==> src/rtl/lsu_mem_port.sv <==
// ============================================================================
// Module   : lsu_mem_port
// Brief    : RV64I load/store initiator for a 64-bit little-endian data memory.
//            Optional macro LSU_MISALIGN_TRAP_EN rejects misaligned accesses.
// Revision : 1.0 - initial release
// ============================================================================
`default_nettype none

module lsu_mem_port #(
  parameter int ADDR_W = 16
) (
  input  logic              clk,
  input  logic              rst,
  input  logic              req_valid,
  output logic              req_ready,
  input  logic              req_we,
  input  logic [2:0]        req_funct3,
  input  logic [63:0]       req_addr,
  input  logic [63:0]       req_wdata,
  output logic              resp_valid,
  input  logic              resp_ready,
  output logic [63:0]       resp_rdata,
  output logic              resp_err,
  output logic [7:0]        mem_w_mask,
  output logic [ADDR_W-1:0] mem_address,
  output logic [63:0]       mem_write_data,
  input  logic [63:0]       mem_read_data
);

  typedef enum logic [1:0] {
    S_IDLE   = 2'd0,
    S_ACCESS = 2'd1,
    S_RESP   = 2'd2
  } state_t;

  state_t              r_state;
  state_t              w_state_nxt;
  logic                r_we;
  logic [2:0]          r_funct3;
  logic [ADDR_W-1:0]   r_addr;
  logic [63:0]         r_wdata;
  logic [63:0]         r_rdata;
  logic                r_err;

  logic                w_legal;
  logic                w_ok;
  logic [7:0]          w_size_mask;
  logic [63:0]         w_load_data;
  logic                w_unused_addr;

  // Only the low ADDR_W address bits reach the memory.
  assign w_unused_addr = ^req_addr[63:ADDR_W];

  assign w_legal = r_we ? ~r_funct3[2] : (r_funct3 != 3'b111);

`ifdef LSU_MISALIGN_TRAP_EN
  logic w_misalign;
  always_comb begin
    w_misalign = 1'b0;
    case (r_funct3[1:0])
      2'd1:    w_misalign = r_addr[0];
      2'd2:    w_misalign = |r_addr[1:0];
      2'd3:    w_misalign = |r_addr[2:0];
      default: w_misalign = 1'b0;
    endcase
  end
  assign w_ok = w_legal & ~w_misalign;
`else
  assign w_ok = w_legal;
`endif

  always_comb begin
    w_size_mask = 8'h00;
    case (r_funct3[1:0])
      2'd0:    w_size_mask = 8'h01;
      2'd1:    w_size_mask = 8'h03;
      2'd2:    w_size_mask = 8'h0F;
      default: w_size_mask = 8'hFF;
    endcase
  end

  always_comb begin
    w_load_data = 64'd0;
    case (r_funct3)
      3'b000:  w_load_data = {{56{mem_read_data[7]}},  mem_read_data[7:0]};
      3'b001:  w_load_data = {{48{mem_read_data[15]}}, mem_read_data[15:0]};
      3'b010:  w_load_data = {{32{mem_read_data[31]}}, mem_read_data[31:0]};
      3'b011:  w_load_data = mem_read_data;
      3'b100:  w_load_data = {56'd0, mem_read_data[7:0]};
      3'b101:  w_load_data = {48'd0, mem_read_data[15:0]};
      3'b110:  w_load_data = {32'd0, mem_read_data[31:0]};
      default: w_load_data = 64'd0;
    endcase
  end

  always_ff @(posedge clk or posedge rst) begin
    if (rst) begin
      r_state <= S_IDLE;
    end else begin
      r_state <= w_state_nxt;
    end
  end

  // Mask is decoded from state so an async reset kills a pending write at once.
  always_comb begin
    w_state_nxt = r_state;
    req_ready   = 1'b0;
    resp_valid  = 1'b0;
    mem_w_mask  = 8'h00;
    case (r_state)
      S_IDLE: begin
        req_ready = 1'b1;
        if (req_valid) begin
          w_state_nxt = S_ACCESS;
        end
      end
      S_ACCESS: begin
        if (r_we && w_ok) begin
          mem_w_mask = w_size_mask;
        end
        w_state_nxt = S_RESP;
      end
      S_RESP: begin
        resp_valid = 1'b1;
        if (resp_ready) begin
          w_state_nxt = S_IDLE;
        end
      end
      default: w_state_nxt = S_IDLE;
    endcase
  end

  always_ff @(posedge clk or posedge rst) begin
    if (rst) begin
      r_we     <= 1'b0;
      r_funct3 <= 3'd0;
      r_addr   <= '0;
      r_wdata  <= 64'd0;
      r_rdata  <= 64'd0;
      r_err    <= 1'b0;
    end else begin
      if (r_state == S_IDLE && req_valid) begin
        r_we     <= req_we;
        r_funct3 <= req_funct3;
        r_addr   <= req_addr[ADDR_W-1:0];
        r_wdata  <= req_wdata;
      end
      if (r_state == S_ACCESS) begin
        r_rdata <= (!r_we && w_ok) ? w_load_data : 64'd0;
        r_err   <= ~w_ok;
      end
    end
  end

  assign mem_address    = r_addr;
  assign mem_write_data = r_wdata;
  assign resp_rdata     = r_rdata;
  assign resp_err       = r_err;

endmodule

`default_nettype wire

==> config.mk <==
export PLATFORM = sky130hd
export DESIGN_NAME = lsu_mem_port
export DESIGN_NICKNAME = d
export VERILOG_FILES = /design/src/rtl/lsu_mem_port.sv
export SDC_FILE = /design/constraint.sdc
export NUM_CORES = 1
export LEC_CHECK = 0
export ABC_AREA = 1
export BUFFER_PORTS_ARGS = -buffer_cell sky130_fd_sc_hd__buf_4
export CAP_MARGIN = 20
export CORE_ASPECT_RATIO = 1.4
export CORE_MARGIN = 2
export CORE_UTILIZATION = 35
export CTS_BUF_LIST = sky130_fd_sc_hd__clkbuf_8
export DETAILED_ROUTE_END_ITERATION = 6
export GPL_TIMING_DRIVEN = 0
export PLACE_DENSITY = 0.68
export SLEW_MARGIN = 20
export SYNTH_ARGS = -nofsm -noshare
export SYNTH_HDL_FRONTEND = slang
export SYNTH_SLANG_ARGS = --single-unit
==> constraint.sdc <==
create_clock -name clk -period 4.5 [get_ports clk]
set_input_delay 0.45 -clock clk [delete_from_list [all_inputs] [get_ports clk]]
set_output_delay 0.45 -clock clk [all_outputs]
set_load 0.05 [all_outputs]
==> results.json, run 1 <==
{
  "outcome": "finished clean",
  "internal-power_mw": 3.84,
  "ios": 355,
  "critical_path.cell_chain": "nor2_2 -> inv_2 -> buf_2 -> buf_2 -> nor3_1 -> buf_4 -> buf_4",
  "num-fill-cells": 1713,
  "first_global_vias": 6193,
  "cts_setup_buffers": 0,
  "cts_buffers": 17,
  "avgViaCountPerCell": 4.57,
  "final_util_pct": 53.2,
  "hold_buffers": 1,
  "syn-num-nets": 990,
  "gp_congestion": 0.830,
  "hp-class": "input port to register",
  "required_ns": 4.05,
  "cp_max_fo": 10,
  "r2r_setup_slack_ns": 2.47,
  "fp.dieH_um": 164,
  "grt_first_pass_wirelength_um": 32100,
  "path_buf_inv": 5,
  "p_sw_mw": 4.23,
  "wl_um": 20000,
  "core_area_sq_mm": 0.0179,
  "tritoncts": "built",
  "path_clk_slew_ns": 0.09,
  "worstSetupStartpointType": "register",
  "seq_area_frac_synth_pct": 59.1,
  "cp.arrival_ns": 2.46,
  "drt_iter0_drc": 384,
  "setup.worst_path.class": "register to output port",
  "p_comb_share_pct": 57.8,
  "rr_endpoint": "mem_write_data[9]$_DFFE_PP0P_",
  "clock_latency_ns": 0.44,
  "r2r_start": "r_state[0]$_DFFE_PP0P_",
  "die_area_sq_mm": 0.0194,
  "track_usage_pct": 21.0,
  "finalSetupViolCount": 0,
  "final_hold_viol_count": 0,
  "p_seq_share_pct": 28.2,
  "drive_gt1_share_pct": 33.9,
  "layout_common_cells": "nand2_1 (495), buf_4 (312), dfrtp_1 (151)",
  "routedWlPerCell_um": 14.5,
  "antenna_found_initial": 0,
  "netlist_instances": 790,
  "cts_num_sinks": 151,
  "hold_slack_ns": 0.191,
  "worstHoldPathCells": 3,
  "synth_seq_cells": 151,
  "yosys_warnings": 0,
  "period_share_pct": 64.6,
  "fin_worst_skew_ns": 0.0118,
  "die_w_um": 118,
  "hold_start": "req_wdata[21]",
  "cpPeakStageDelay_ns": 0.52,
  "drcViolationCount": 0,
  "routed-via-count": 6274,
  "worst_slew_pin_slew_ns": 0.651,
  "postRouteAntennaNets": 0,
  "rsz0062_at_grt": "no",
  "antenna_cells": 0,
  "start_util_pct": 35.7,
  "power.density_mw_per_mm2": 846,
  "finalMaxSlewViolations": 0,
  "gr-total-overflow": 0,
  "switching_share_pct": 52.4,
  "ff2ff_path_depth": 7,
  "cts_buffer_depth": 2,
  "syn-cell-area_sq_mm": 0.00639,
  "ys_types": 18,
  "hold_path_end": "mem_write_data[21]$_DFFE_PP0P_",
  "finalPower_mw": 8.06,
  "cts_resized": 0,
  "drv_cap": 0,
  "setup-tns-final_ns": 0,
  "final_common_cell": "nand2_1",
  "critPathSlowestCell": "nor3_1",
  "crit_family": "buffers and inverters",
  "syn_area_per_cell_sq_um": 8.09,
  "hpwl_um": 15400,
  "fin_nets": 1321,
  "pwr-share-clk_pct": 14.1,
  "place_inst": 1341,
  "fmax_ghz": 0.344,
  "slew_headroom_pct": 56.3,
  "firstDrtPassIters": 4,
  "rows": 58,
  "fin_cells": 1374,
  "portBuffers": 306,
  "ir_drop_mv": 0.559,
  "period_minus_slack_ns": 2.91,
  "cts_root_buf": "clkbuf_8",
  "synthToLayoutAreaGrowth_pct": 49.1,
  "htreeDepth": 4,
  "p_leak_nw": 5.53,
  "cp-end-kind": "output port",
  "grt_max_degree": 34
}
-- sequential cells by signal (all words and copies together), names as in the netlist --
signal	cells
mem_address	16
mem_write_data	64
resp_err	1
r_state	2
resp_rdata	64
r_funct3	3
r_we	1
-- Yosys cell counts, drive strengths merged --
| cell | number | area (sq um) |
|---|---|---|
| buf | 34 | 221 |
| clkbuf | 16 | 60.1 |
| dfrtp | 151 | 3780 |
| inv | 10 | 37.5 |
| nand2 | 495 | 1860 |
| nand3 | 63 | 315 |
| nand4 | 2 | 12.5 |
| nor2 | 8 | 35.0 |
| nor3 | 3 | 26.3 |
| o21a | 1 | 7.51 |
| o21ai | 6 | 30.0 |
| o22a | 1 | 8.76 |
-- cells by family after synthesis --
family          after synthesis  share of synthesized area, %
simple gates                571                          35.2
compound gates                8                         0.724
flops                       151                          59.1
buf+inv                      60                          4.99
-- power groups by stage --
stage          sequential [mW]  combinational (mW)  clock [mW]
4_1_cts                   2.27                4.71        1.16
3_5_place_dp              2.28                4.71           0
2_1_floorplan             4.17                1.29           0
6_report                  2.27                4.66        1.14
5_1_grt                   2.34                5.00        1.23
3_3_place_gp              2.27                4.66           0
-- metal layers --
metal	track usage, %	vias up	share of wire, %
li1	-	3081	-
met1	23.4	2934	38
met2	38.2	238	52
met3	6.28	21	7.6
met4	7.06	0	1.8
met5	0	-	0
-- worst max-delay path by stage --
stage	from	to	slack [ns]	depth (start not counted)
6_report	r_state[1]$_DFFE_PP0P_	mem_w_mask[5]	1.59	7
5_1_grt	r_state[1]$_DFFE_PP0P_	mem_w_mask[5]	1.40	7
4_1_cts	r_state[1]$_DFFE_PP0P_	mem_w_mask[5]	1.52	7
3_5_place_dp	r_state[1]$_DFFE_PP0P_	mem_w_mask[5]	2.04	7
3_3_place_gp	rst	mem_write_data[10]$_DFFE_PP0P_	1.05	2
2_1_floorplan	r_state[1]$_DFFE_PP0P_	mem_w_mask[5]	1.53	6
-- final cells by class --
type                       count  area [sq um]  share of cell area (%)
timing repair buffer         312          2410                    25.3
tap                          240           300                    3.15
inverter                      10          41.3                   0.433
clock buffer                  17           234                    2.46
buffer                        50           282                    2.95
multi-input combinational    579          2290                    24.1
clock inverter                15           191                    2.01
sequential                   151          3780                    39.7
-- worst reg2reg max path: stages (launching register included) --
cell	delay (ns)
dfrtp_1	0.40
nor2_1	0.37
nand2_1	0.40
inv_2	0.28
buf_4	0.21
buf_4	0.19
nand2_1	0.07
nand2_1	0.06
-- stage by stage --
| stage | setup WS [ns] | cell area [sq um] |
|---|---|---|
| 2_1_floorplan | 1.53 | 6390 |
| 3_3_place_gp | 1.05 | 8990 |
| 3_5_place_dp | 2.04 | 9090 |
| 4_1_cts | 1.52 | 9530 |
| 5_1_grt | 1.40 | 9530 |
| 6_report | 1.59 | 9530 |
Note: power is estimated with default switching activity, not from simulation.
==> run 2: changes to the inputs <==
Settings changed: ABC_AREA 1 to 0, CORE_ASPECT_RATIO 1.4 to unset, PLACE_DENSITY 0.68 to 0.69.
Clock period 4.5 ns to 2.4 ns, I/O delays scaled along.
==> results.json, run 2 <==
{
  "outcome": "finished clean",
  "power.density_mw_per_mm2": 1600,
  "ir_drop_mv": 1.01,
  "num-fill-cells": 1453,
  "layout_common_cells": "buf_4 (310), dfrtp_1 (150), mux2_2 (70)",
  "critical_path.cell_chain": "nand2b_1 -> buf_6 -> nor3b_4 -> and2_4 -> buf_4 -> buf_4",
  "final_hold_viol_count": 0,
  "cp.arrival_ns": 1.97,
  "fin_nets": 982,
  "fin_worst_skew_ns": 0.0130,
  "routedWlPerCell_um": 17.8,
  "finalMaxSlewViolations": 0,
  "fp.dieH_um": 137,
  "synthTopCellsByCount": "dfrtp_1 (151), mux2_2 (70), o21ai_0 (34), a22oi_1 (32), a32oi_1 (32)",
  "rsz0062_at_grt": "no",
  "cts_num_sinks": 151,
  "critPathSlowestCell": "dfrtp_2",
  "path_clk_slew_ns": 0.09,
  "cp_common_cell": "buf_4",
  "synthArstFlopShare_pct": 100,
  "crit_family": "simple AND/OR/NAND/NOR gates",
  "synthToLayoutAreaGrowth_pct": 53.8,
  "cpPeakStageDelay_ns": 0.45,
  "final_common_cell": "buf_4",
  "gp_congestion": 0.805,
  "cp-end-kind": "output port",
  "period_share_pct": 92.3,
  "syn-num-nets": 633,
  "cts_root_buf": "clkbuf_8",
  "syn-cell-area_sq_mm": 0.00617,
  "drcViolationCount": 0,
  "cp_max_fo": 16,
  "drive_gt1_share_pct": 58.0,
  "avgViaCountPerCell": 4.99,
  "ios": 355,
  "clock_latency_ns": 0.42,
  "path_buf_inv": 3,
  "core_area_sq_mm": 0.0173,
  "yosys.area.top_type": "dfrtp_1",
  "grt_max_degree": 36,
  "finalSetupViolCount": 0,
  "multiInputGateArea_sq_mm": 0.00211,
  "yosys_warnings": 0,
  "hp-class": "input port to register",
  "antenna_found_initial": 0,
  "synth_seq_cells": 151,
  "worst_slew_pin_slew_ns": 0.612,
  "tritoncts": "built",
  "syn_area_per_cell_sq_um": 14.3,
  "period_minus_slack_ns": 2.21,
  "htreeDepth": 4,
  "portBuffers": 306,
  "wl_um": 18100,
  "required_ns": 2.16,
  "antenna_cells": 0,
  "die_area_sq_mm": 0.0187,
  "first_global_vias": 5265,
  "hpwl_um": 13700,
  "synth.top_cells.by_area": "dfrtp_1 (61%), mux2_2 (13%), a32oi_1 (4.5%)",
  "cts_buffers": 17,
  "synth_top_area_share_pct": 61.2,
  "routed-via-count": 5093,
  "grt_first_pass_wirelength_um": 27500,
  "netlist_instances": 433,
  "gr-total-overflow": 0,
  "track_usage_pct": 19.0,
  "fin_ws_ns": 0.186,
  "ys_types": 35,
  "rows": 48,
  "slew_headroom_pct": 59.1,
  "firstDrtPassIters": 4,
  "synth-main-ff-cell": "dfrtp_1",
  "synth_most_common_cell": "dfrtp_1",
  "fmax_ghz": 0.452,
  "drt_iter0_drc": 237,
  "drv_cap": 0,
  "ff_latch_area_sq_mm": 0.00378,
  "start_util_pct": 35.7,
  "setup.worst_path.class": "register to output port",
  "die_w_um": 137,
  "cts_buffer_depth": 2,
  "p_leak_nw": 4.52,
  "synth-edff-count": 0,
  "seq_area_frac_synth_pct": 61.2,
  "postRouteAntennaNets": 0,
  "worstSetupStartpointType": "register",
  "dp_slack_ns": 0.356,
  "final_util_pct": 54.9
}
## run 2: changes by cell type after synthesis, sizes merged, moves of 4 or more
cell,before,now
nand2,495,17
inv,10,2
and2,0,4
a22oi,0,32
nand3,63,0
a32oi,0,32
a22o,0,8
buf,34,29
mux2,0,84
nor2,8,2
o21ai,6,35
a221o,0,8
## run 2: layout make-up
| cell class | instances | share of cell area [%] |
|---|---|---|
| Timing Repair Buffer | 332 | 27.6 |
| Sequential cell | 151 | 39.8 |
| Inverter | 2 | 0.119 |
| Tap cell | 225 | 2.97 |
| Multi-Input combinational cell | 237 | 22.2 |
| Clock inverter | 13 | 1.54 |
| Buffer | 41 | 2.99 |
| Clock buffer | 19 | 2.76 |
## run 2: worst paths after layout
path	cells past startpoint	to	start	slack [ns]
setup reg to reg	5	resp_rdata[9]$_DFFE_PP0P_	r_funct3[2]$_DFFE_PP0P_	0.54
hold / removal	2	mem_write_data[16]$_DFFE_PP0P_	req_wdata[16]	0.04
setup / recovery	6	mem_w_mask[6]	r_state[1]$_DFFE_PP0P_	0.19
min in group asynchronous	3	mem_write_data[12]$_DFFE_PP0P_	rst	0.23
hold reg to reg	2	resp_rdata[36]$_DFFE_PP0P_	resp_rdata[36]$_DFFE_PP0P_	0.50
max in group asynchronous	6	resp_rdata[56]$_DFFE_PP0P_	rst	1.29
## run 2: what timing repair did
item,4_1_cts,5_1_grt
hold buffers,9,12
pin swaps,1,1
gates cloned,0,0
resized for setup,1,3
setup buffers,0,0
hold endpoints to repair,37,12
endpoints found under the setup margin,7,4
## run 2: report_power, final
| group | internal, mW | switching [mW] | leakage [nW] | total (mW) |
|---|---|---|---|---|
| logic | 2.98 | 5.85 | 2.44 | 8.83 |
| registers | 3.67 | 0.736 | 1.88 | 4.40 |
| clock network | 0.989 | 0.971 | 0.196 | 1.96 |
## run 2: per-stage QoR
| step | hold WS, ns | setup TNS [ns] | total power, mW | std cells | cell area, sq um |
|---|---|---|---|---|---|
| floorplan | 0.348 | 0 | 10.5 | 433 | 6190 |
| global placement | 0.440 | -81.89 | 13.1 | 964 | 8760 |
| detailed placement | 0.127 | 0 | 13.3 | 969 | 8870 |
| CTS | 0.000273 | 0 | 15.3 | 1009 | 9370 |
| global route | -0.000387 | 0 | 16.0 | 1020 | 9490 |
| finish | 0.0434 | 0 | 15.2 | 1020 | 9490 |
## run 2: cell families (layout without fill, tap and decap cells)
kind of cell | after synthesis | after routing | synth area share, %
DFF | 151 | 151 | 61.2
muxes | 85 | 85 | 16.2
buffers and inverters | 45 | 407 | 4.81
AOI/OAI and AO/OA | 120 | 120 | 14.8
and+or+nand+nor | 32 | 32 | 3.00
## run 2: metal layers
layer	part of all wire, %	track usage [%]
met4	1.9	5.96
met2	51	31.5
met1	39	23.7
met5	0	0
met3	8.0	6.26
## run 2: worst reg2reg max path: stages, from the launching register on
cell and delay (ns):
dfrtp_1 0.38, buf_6 0.15, nor4b_4 0.51, and3_1 0.23, clkbuf_1 0.34, a221o_1 0.18
==> run 3: changes to the inputs <==
Settings changed: PLACE_DENSITY 0.69 to 0.75.
==> results.json, run 3 (synthesis results as in run 2) <==
{
  "outcome": "finished clean",
  "tritoncts": "built",
  "hp-class": "input port to register",
  "wl_met1_um": 7230,
  "rsz0062_at_grt": "no",
  "finalMaxSlewViolations": 0,
  "die_area_sq_mm": 0.0187,
  "drt_iter0_drc": 236,
  "cp_max_fo": 16,
  "fmax_ghz": 0.449,
  "p_seq_share_pct": 28.4,
  "fin_worst_skew_ns": 0.0183,
  "fin_ws_ns": 0.171,
  "wl_met2_um": 9710,
  "ios": 355,
  "power.density_mw_per_mm2": 1570,
  "finalSetupViolCount": 0,
  "routed-wl-met3_um": 1610,
  "start_util_pct": 35.7,
  "pwr-share-clk_pct": 13.7,
  "final_common_cell": "buf_4",
  "cts_buffer_depth": 2,
  "die_w_um": 137,
  "drv_cap": 0,
  "firstDrtPassIters": 4,
  "portBuffers": 306,
  "layout_common_cells": "buf_4 (312), dfrtp_1 (151), mux2_2 (70)",
  "fin_cells": 1055,
  "drive_gt1_share_pct": 55.1,
  "hpwl_um": 13800,
  "antenna_cells": 0,
  "hold_slack_ns": 0.0333,
  "cp.arrival_ns": 1.99,
  "ir_drop_mv": 0.987,
  "p_sw_mw": 7.62,
  "final_hold_viol_count": 0,
  "first_global_vias": 5584,
  "cts_num_sinks": 151,
  "finalPower_mw": 15.4,
  "p_comb_share_pct": 57.9,
  "cts_buffers": 17,
  "switching_share_pct": 49.4,
  "worstSetupStartpointType": "register",
  "wl_um": 19100,
  "grt_first_pass_wirelength_um": 29000,
  "htreeDepth": 4,
  "path_clk_slew_ns": 0.09,
  "p_leak_nw": 4.69,
  "gr-total-overflow": 0,
  "routedWlPerCell_um": 18.1,
  "required_ns": 2.16,
  "cts_resized": 0,
  "rows": 48,
  "antenna_found_initial": 0,
  "fin_nets": 1018,
  "setup.worst_path.class": "register to output port",
  "gp_congestion": 0.774,
  "avgViaCountPerCell": 4.95,
  "cts_root_buf": "clkbuf_8",
  "period_share_pct": 92.9,
  "fin_area_sq_mm": 0.00983,
  "postPlaceCellArea_sq_mm": 0.00884,
  "routed-via-count": 5223,
  "postRouteAntennaNets": 0,
  "slew_headroom_pct": 52.5,
  "track_usage_pct": 20.2,
  "clock_latency_ns": 0.45,
  "dp_slack_ns": 0.353,
  "internal-power_mw": 7.80,
  "worst_slew_pin_slew_ns": 0.711,
  "grt_max_degree": 34,
  "synthToLayoutAreaGrowth_pct": 59.3,
  "period_minus_slack_ns": 2.23,
  "drcViolationCount": 0,
  "place_inst": 968,
  "cp-end-kind": "output port",
  "fp.dieH_um": 137,
  "core_area_sq_mm": 0.0173,
  "highest_layer": "met4"
}
## run 3: changes by cell type in the layout (fill, tap and decap cells not counted), sizes merged
cell / before / now
clkinvlp: 5 / 2
bufinv: 2 / 4
dlygate4sd3: 21 / 57
inv: 4 / 6
clkbuf: 33 / 31
## run 3: metal layers
| metal | up-vias | track usage, % |
|---|---|---|
| li1 | 2401 | - |
| met2 | 225 | 34.6 |
| met4 | 0 | 9.34 |
| met1 | 2551 | 23.1 |
| met5 | - | 0 |
| met3 | 46 | 6.33 |
## run 3: final cells by class
type,instances,area [sq um]
clock inverter,14,184
clock buffer,17,234
sequential,151,3780
buffer,41,280
inverter,2,11.3
multi-input combinational,237,2110
tap,225,282
timing repair buffer,368,2960
fill,1428,7460
## run 3: worst paths after layout
path | to | startpoint | cells past startpoint | slack [ns]
max in group asynchronous | resp_rdata[37]$_DFFE_PP0P_ | rst | 5 | 1.06
min in group asynchronous | mem_write_data[22]$_DFFE_PP0P_ | rst | 3 | 0.48
min | mem_write_data[13]$_DFFE_PP0P_ | req_wdata[13] | 2 | 0.03
max | mem_w_mask[7] | r_state[1]$_DFFE_PP0P_ | 6 | 0.17
min reg2reg | mem_write_data[38]$_DFFE_PP0P_ | mem_write_data[38]$_DFFE_PP0P_ | 1 | 0.49
max reg2reg | resp_rdata[13]$_DFFE_PP0P_ | r_funct3[2]$_DFFE_PP0P_ | 5 | 0.55
## run 3: what timing repair did
item	4_1_cts	5_1_grt
endpoints found under the setup margin	6	0
buffers inserted	1	0
endpoints found under the hold margin	82	0
hold buffers	57	0
## run 3: power by group through the flow
stage	registers [mW]	logic, mW	clock network [mW]
CTS	4.37	8.98	2.18
finish	4.37	8.92	2.11
floorplan	8.09	2.38	0
global placement	4.35	8.79	0
detailed placement	4.40	8.91	0
global route	4.52	9.34	2.29
## run 3: worst max-delay path, cell delays in order (launching register included)
cell and delay, ns:
dfrtp_1 0.43, nand2b_1 0.17, buf_4 0.22, nor3b_4 0.23, and2_2 0.22, buf_4 0.11, buf_4 0.18
## run 3: metrics by stage
| step | util, % | TNS [ns] |
|---|---|---|
| 2_1_floorplan | - | 0 |
| 3_3_place_gp | 50.7 | -115.09 |
| 3_5_place_dp | 51.1 | 0 |
| 4_1_cts | 56.8 | 0 |
| 5_1_grt | 56.8 | 0 |
| 6_report | 56.8 | 0 |
